[src/rtl/div_sched.sv]
// div_sched: round-robin scheduler sharing one iterative signed divider between X and Y channels
module div_sched #(
  parameter int WIDTH   = 79,
  parameter int TIMEOUT = 255
) (
  input  logic             clk,
  input  logic             reset,
  input  logic             x_valid,
  input  logic [WIDTH-1:0] x_dividend,
  input  logic [WIDTH-1:0] x_divisor,
  output logic             x_ready,
  input  logic             y_valid,
  input  logic [WIDTH-1:0] y_dividend,
  input  logic [WIDTH-1:0] y_divisor,
  output logic             y_ready,
  output logic             x_done,
  output logic [WIDTH-1:0] x_quot,
  output logic             x_err,
  output logic             y_done,
  output logic [WIDTH-1:0] y_quot,
  output logic             y_err,
  output logic             div_start,
  output logic [WIDTH-1:0] div_dividend,
  output logic [WIDTH-1:0] div_divisor,
  output logic             div_sign,
  input  logic [WIDTH-1:0] div_quotient,
  input  logic             div_ready
);
  localparam int CW = $clog2(TIMEOUT + 1);
  localparam logic [CW-1:0] TMAX = CW'(TIMEOUT);
  typedef enum logic [1:0] {IDLE, START, WAIT} state_t;
  state_t state, state_nx;
  logic [CW-1:0] cnt;
  logic prio, owner, grant_x, xfer, sel, div0, capture, abort, fin_x, fin_y, fin_err;
  logic [WIDTH-1:0] a, b, sat, fin_q;
  assign div_sign = 1'b1;
  always_comb begin
    grant_x  = x_valid & (~y_valid | ~prio);
    x_ready  = ~reset & (state == IDLE) & grant_x;
    y_ready  = ~reset & (state == IDLE) & y_valid & ~grant_x;
    xfer     = x_ready | y_ready;
    sel      = y_ready;
    a        = sel ? y_dividend : x_dividend;
    b        = sel ? y_divisor : x_divisor;
    div0     = b == '0;
    sat      = a[WIDTH-1] ? {1'b1, {(WIDTH-1){1'b0}}} : (a == '0 ? '0 : {1'b0, {(WIDTH-1){1'b1}}});
    // the first WAIT cycle (cnt==0) never captures, so a ready left over from the last op is skipped
    capture  = (state == WAIT) & (cnt != '0) & div_ready;
    abort    = (state == WAIT) & ~capture & (cnt == TMAX);
    fin_x    = (xfer & div0 & ~sel) | ((capture | abort) & ~owner);
    fin_y    = (xfer & div0 & sel) | ((capture | abort) & owner);
    fin_q    = xfer ? sat : (capture ? div_quotient : '0);
    fin_err  = xfer | abort;
    state_nx = (state == START) ? WAIT :
               (xfer & ~div0) ? START :
               (capture | abort) ? IDLE : state;
  end
  always_ff @(posedge clk) begin
    if (reset) begin
      state        <= IDLE;
      cnt          <= '0;
      prio         <= 1'b0;
      owner        <= 1'b0;
      div_start    <= 1'b0;
      div_dividend <= '0;
      div_divisor  <= '0;
      x_done       <= 1'b0;
      x_quot       <= '0;
      x_err        <= 1'b0;
      y_done       <= 1'b0;
      y_quot       <= '0;
      y_err        <= 1'b0;
    end else begin
      state     <= state_nx;
      cnt       <= (state == WAIT) ? cnt + 1'b1 : '0;
      div_start <= xfer & ~div0;
      x_done    <= fin_x;
      y_done    <= fin_y;
      if (xfer & x_valid & y_valid) prio <= ~sel;
      if (xfer & ~div0) begin
        owner        <= sel;
        div_dividend <= a;
        div_divisor  <= b;
      end
      if (fin_x) begin
        x_quot <= fin_q;
        x_err  <= fin_err;
      end
      if (fin_y) begin
        y_quot <= fin_q;
        y_err  <= fin_err;
      end
    end
  end
endmodule

[config.mk]
export PLATFORM = sky130hd
export DESIGN_NAME = div_sched
export DESIGN_NICKNAME = d
export VERILOG_FILES = /design/src/rtl/div_sched.sv
export SDC_FILE = /design/constraint.sdc
export NUM_CORES = 1
export LEC_CHECK = 0
export BUFFER_PORTS_ARGS = -buffer_cell sky130_fd_sc_hd__buf_2
export CAP_MARGIN = 40
export CORE_AREA = 2 2 281 283
export CTS_BUF_LIST = sky130_fd_sc_hd__clkbuf_4
export DETAILED_ROUTE_END_ITERATION = 10
export DIE_AREA = 0 0 283 285
export PLACE_DENSITY = 0.53
export SLEW_MARGIN = 20
export SYNTH_ARGS = -nofsm -noshare
export SYNTH_HDL_FRONTEND = slang
export SYNTH_SLANG_ARGS = --single-unit
[constraint.sdc]
create_clock -name clk -period 4.2 [get_ports clk]
set_input_delay 0.21 -clock clk [delete_from_list [all_inputs] [get_ports clk]]
set_output_delay 0.21 -clock clk [all_outputs]
set_load 0.02 [all_outputs]
==> Word level (Yosys, flattened, before mapping) <==
Cells that the tools add are included.
{ "word_totals": {"n_memories": 0, "elab_cells": 67, "latchBits": 0, "out_inout_bits": 324, "in_bits": 400, "rom_bits": 0, "mem_bits_rw": 0, "reg_bits": 333} }
{ "classes": {"n_addsub": 1, "order_cmp": 0, "n_shift": 0, "n_bitwise": 32, "n_mux": 9, "n_div": 0, "mul": 0, "eq_ne": 3, "reduce_logical": 8} }
{ "op_table": {"columns": ["op", "count"], "rows": [
  ["2-to-1 mux 79 bit", 5],
  ["logical NOT 79 bit", 2],
  ["2-to-1 mux 78 bit", 1],
  ["bitwise AND 1 bit", 17],
  ["inverter 1 bit", 9],
  ["adder 8 x 1 -> 8 bit, second input constant", 1],
  ["equality test 8 bit, second input constant", 1],
  ["nonzero test 8 bit", 1],
  ["2-to-1 mux 2 bit", 3],
  ["OR 1 bit", 6],
  ["OR reduction 2 bit", 2],
  ["nonzero test 3 bit", 1],
  ["equality test 2 x 1 -> 1 bit, second input constant", 1],
  ["equality test 2 bit, second input constant", 1],
  ["logical NOT 2 bit", 1],
  ["nonzero test 2 bit", 1]
]} }

==> Depth between registers and ports, before layout <==
{ "depth": {"depth_word": 11, "mapped_depth": 12, "depth_no_buf": 8} }

==> Worst setup path before layout <==
Ideal clock, no wire load.
{ "synth_timing": {"path_kind": "flip-flop to flip-flop", "from": "register state[1]", "to": "register div_dividend[0]", "required_ps": 4054, "n_path_buf": 4, "path_slack_ps": 1577, "setup_ps": 146, "t_arrival_ps": 2477, "path_stages_with_launch": 11, "period_less_slack_ps": 2623, "path_cell_list": "dfxtp_1 > buf_2 > nor3_4 > nand3_1 > buf_4 > or4_4 > a221o_1 > clkbuf_1 > clkbuf_1 > a21oi_1 > a211oi_2"} }
{ "synth_via": {"elab_chain_len": 8, "elab_cells_between_ends": 11, "cone_classes": "mux (2); bitwise (7); reduce/logical (2)"} }
{ "synth_rtl": {"columns": ["item", "line", "text"], "rows": [
  ["from (decl)", "32", "state_t state, state_nx;"],
  ["from (signal assigned)", "74", "state <= state_nx;"],
  ["logical NOT 2 bit (*)", "39, 40", null],
  ["bitwise AND 1 bit (*)", "39, 40", null],
  ["bitwise AND 1 bit (2 in series)", "40", "y_ready = ~reset & (state == IDLE) & y_valid & ~grant_x;"],
  ["2-to-1 mux 79 bit", "44", "b = sel ? y_divisor : x_divisor;"],
  ["logical NOT 79 bit", "45", "div0 = b == '0;"],
  ["inverter 1 bit", "80", "if (xfer & ~div0) begin"],
  ["bitwise AND 1 bit", "80", null],
  ["to (signal assigned)", "65", "div_dividend <= '0;"],
  ["to (signal assigned)", "82", "div_dividend <= a;"],
  ["to (decl)", "23", "output logic [WIDTH-1:0] div_dividend,"]
]} }
Every way passes the cells marked *; elsewhere a longest branch is shown, timed or not.
A chain may end at the register's enable or synchronous reset.

==> Worst setup path after layout <==
{ "layout_timing": {"from": "register state[1]", "to": "register x_quot[0]"} }
{ "layout_via": {"elab_chain_len": 9, "elab_cells_between_ends": 26, "cone_classes": "eq/ne (1); mux (6); bitwise (16); reduce/logical (3)"} }
{ "layout_rtl": {"columns": ["item", "line", "text"], "rows": [
  ["logical NOT 2 bit or equality test 2 bit (tied branches)", null, null],
  ["bitwise AND 1 bit (on tied branches)", "39, 40, 48", null],
  ["bitwise AND 1 bit (on tied branches)", "40, 48", null],
  ["bitwise AND 1 bit or inverter 1 bit (tied branches)", "40, 49", null],
  ["2-to-1 mux 79 bit, or another cell as far along", "43", "a = sel ? y_dividend : x_dividend;"],
  ["logical NOT 79 bit, or another cell as far along", "46", "sat = a[WIDTH-1] ? {1'b1, {(WIDTH-1){1'b0}}} : (a == '0 ? '0 : {1'b0, {(WIDTH-1){1'b1}}});"],
  ["2-to-1 mux 78 bit, or another cell as far along", "46", null],
  ["2-to-1 mux 79 bit or bitwise AND 1 bit (tied branches)", "46, 50", null],
  ["2-to-1 mux 79 bit or OR 1 bit (tied branches)", "52, 50", null],
  ["to (signal assigned)", "86", "x_quot <= fin_q;"],
  ["to (decl)", "17", "output logic [WIDTH-1:0] x_quot,"]
]} }
Parallel ways exist; a longest one is shown, timed or not.

==> out/results.txt <==
Number of I/O port buffers = 722
Reg2Reg Depth = 11
Worst setup EP type = register
Pre-Repair DR Iteration Count = 5
CP Data Required Time = 4.96 ns
Sequential power share = 40.0%
Async S/R FF share, synth = 0%
Synth Register Bits = 333
Share of cells above drive strength 1 = 38.6%
Hold Fails Final Rpt = 0
CTS tree = yes
Mux cell area share after synthesis = 10.4%
Number of post-CTS setup repair buffers = 0
# fillers = 8,103
Final slew viol count = 0
H-tree depth = 3
Largest family of logic cells by synthesized area = compound AO/OA/AOI/OAI gates
HP Class = in2reg
RSZ-0062 raised after global routing = no
Die Height = 285 um
Pint = 5.89 mW
Largest net degree at the start of global routing = 158
# Max-Cap Violations = 0
Tcrit/Tclk final = 92.8%
Post-route clock skew = 0.0571 ns
Post-place setup slack = 0.610 ns
WHS Endpoint = div_divisor[78]$_SDFFE_PP0P_
CTS buffer count = 98
Total power = 8.52 mW
Post-layout min period = 3.90 ns
DR vias/cell = 4.85
Busiest grt layer = met2
Mapped cell area = 0.0155 mm2
Clk pwr share = 38.6%
Die area = 0.0807 mm2
Most frequent cell after synthesis = dfxtp_1
Gr usage total = 18.4%
Top post-synthesis cells by count = dfxtp_1 (333), a21oi_1 (163), mux2i_1 (162)
Yosys warns = 0
Hold path cells = 3
Area Growth Syn to Fin = 64.1%
Synth area leader = dfxtp_1
Post-layout worst setup margin = 0.301 ns
Post-synth top flop = dfxtp_1
Hold path startpoint = y_divisor[78]
First-pass GRT wire length = 116,000 um
Row count = 103
Switch Pwr = 2.63 mW
Final WL = 78,800 um
Main area contributors after synthesis = dfxtp_1 (43%), mux2i_1 (10%), a211oi_2 (8.9%), a311oi_1 (8.8%), a211oi_1 (6.2%)
WP data arrival = 4.66 ns
Initial core utilization = 19.9%
CP Max Fanout = 82
TritonCTS sink count = 333
CP top delay family = buffers and inverters
Cts repair resizes = 0
CP peak stage delay = 0.58 ns
Fmax = 256 MHz
Post-synthesis adder-cell area fraction = 0.161%
Clock Path Buffers = 3
M1 GR Usage = 21.3%
Top cell type's share of synthesized area = 42.9%
Sequential share of the synthesized area = 42.9%
Ports = 724
Vias = 18,400
Drt first-iter violations = 1,155
GRT met3 Usage = 6.18%
Worst skew pair latency = 0.80 ns
Setup slack, reg-to-reg = 0.30 ns
Avg WL per Cell = 20.8 um
Post-detail-place hpwl = 55,400 um
Synth cell types = 42
VDD IR max = 0.195 mV
Mapped Cells = 1,583
EDFF count, synth = 0
Vias in the first global route = 18,700
CP Buf/Inv Count = 6
Crit Reg-Reg Endpoint = x_quot[0]$_SDFFE_PP0P_
Final Wtd Congestion = 0.930
Initial antenna violation count = 16
Worst R2R Start = state[1]$_SDFFE_PP0P_
Crit path max-delay cell type = dlygate4sd3_1
Leak = 11.1 nW
Die X = 283 um
XOR/XNOR Fraction of Synth Area = 0.282%
Comb power frac = 21.4%
Floorplan Core Area = 0.0780 mm2
Clock-pin slew on the worst setup and hold paths = 0.07 ns
Mapped Avg Cell Area = 9.81 um2
Simple-gate share of the synthesized area = 10.4%
GR Overflow Total = 0
Final setup vio count = 0
Synth Area in Compound Gates = 29.8%
Most used cell, CP = buf_4
Drt drc = 0
Post-Synthesis Net Count = 1,985
Switching share of power = 30.8%
GRT met2 Usage = 29.9%
Worst-Margin Slew = 0.870 ns
Power density cells = 334 mW/mm2
Clock Root Buffer = clkbuf_4
Final net count = 3,057
DRT antenna net count = 0
WS Path Type = reg2reg
Setup TNS = 0 ns
Rel. slew slack = 42.0%
Hold slack = 0.148 ns
Crit start category = register
Outcome = finished, final reports clean
CP cell instances = nor3_4 > nand3_4 > buf_12 > mux2i_1 > dlygate4sd3_1 > buf_4 > nand4_1 > buf_4 > buf_4 > a311oi_1 > dlygate4sd3_1
[placed cells by master (no fill, tap or decap), types with 5 or more instances in the layout]
cell | synthesis | layout
a211oi_1 | 128 | 128
a211oi_2 | 110 | 110
a21oi_1 | 163 | 162
a311oi_1 | 156 | 156
buf_12 | 0 | 8
buf_16 | 0 | 5
buf_2 | 39 | 721
buf_4 | 12 | 33
clkbuf_4 | 0 | 144
clkinv_1 | 0 | 14
clkinv_2 | 0 | 5
dfxtp_1 | 333 | 333
diode_2 | 0 | 14
dlygate4sd3_1 | 0 | 398
mux2i_1 | 162 | 162
nand2_1 | 88 | 88
nand4_1 | 19 | 19
nor2_1 | 18 | 16
nor3_1 | 84 | 84
nor4_1 | 76 | 76
o21ai_0 | 5 | 5
[per-layer routing]
| layer | vias to the layer above | routed length, um |
|---|---|---|
| met5 | - | 12 |
| met4 | 2 | 4210 |
| met3 | 234 | 6900 |
| met2 | 880 | 37000 |
| met1 | 8775 | 30700 |
| li1 | 8484 | - |
[flip-flops by register name, indices dropped and copies added (netlist names), 2 cells and up]
name	cells
cnt	8
div_dividend	79
div_divisor	79
state	2
x_quot	79
y_quot	79
[power groups by stage]
| stage | clock network [mW] | logic, mW | registers (mW) |
|---|---|---|---|
| 3_5_place_dp | 0 | 1.45 | 3.47 |
| 4_1_cts | 3.41 | 1.80 | 3.41 |
| 6_report | 3.29 | 1.82 | 3.41 |
| 5_1_grt | 3.56 | 1.93 | 3.42 |
| 3_3_place_gp | 0 | 1.45 | 3.47 |
| 2_1_floorplan | 0 | 0.643 | 3.65 |
[what timing repair did]
item	CTS	global route
setup endpoints to repair	0	0
hold endpoints to repair	320	0
hold buffers	398	0
[how the worst max path moves through the flow]
stage	startpoint	endpoint	slack (ns)	depth (start not counted)
finish	state[1]$_SDFFE_PP0P_	x_quot[0]$_SDFFE_PP0P_	0.30	11
global placement	x_divisor[22]	x_quot[66]$_SDFFE_PP0P_	0.68	8
floorplan	state[1]$_SDFFE_PP0P_	div_dividend[0]$_SDFFE_PP0P_	1.58	10
global route	state[1]$_SDFFE_PP0P_	x_quot[0]$_SDFFE_PP0P_	0.06	11
CTS	state[1]$_SDFFE_PP0P_	x_quot[0]$_SDFFE_PP0P_	0.23	11
detailed placement	x_divisor[22]	x_quot[2]$_SDFFE_PP0P_	0.61	8
[metrics by stage]
stage / cell area [um2] / util [%] / instances
finish: 25500 / 32.7 / 3788
global route: 25500 / 32.7 / 3785
CTS: 25400 / 32.5 / 3771
detailed placement: 20100 / 25.8 / 3204
global placement: 20000 / 25.7 / 3202
floorplan: 15500 / - / 1583
[worst reg2reg max path: stages, from the launching register on]
cell and delay (ns):
dfxtp_1 0.39, nor3_4 0.32, nand3_4 0.24, buf_12 0.28
mux2i_1 0.46, dlygate4sd3_1 0.58, buf_4 0.16, nand4_1 0.12
buf_4 0.20, buf_4 0.26, a311oi_1 0.27, dlygate4sd3_1 0.57
[kinds of logic after synthesis]
group	count (synthesis)
AO/OA/AOI/OAI	568
AND/OR/NAND/NOR	312
other	1
adder cells (fa/ha/maj)	2
buffers and inverters	200
multiplexers	162
XOR/XNOR	5
flip-flops	333
[final cells by class]
type	instances	area (um2)	area share, %
repair buffers	1166	8150	32.0
multi-input cells	1050	8000	31.4
flip-flops and latches	333	6670	26.2
well taps	1050	1310	5.16
clock buffers	144	1080	4.24
clock inverters	25	199	0.781
diodes	14	35.0	0.138
inverters	6	30.0	0.118
Note: power is estimated with default switching activity, not from simulation.
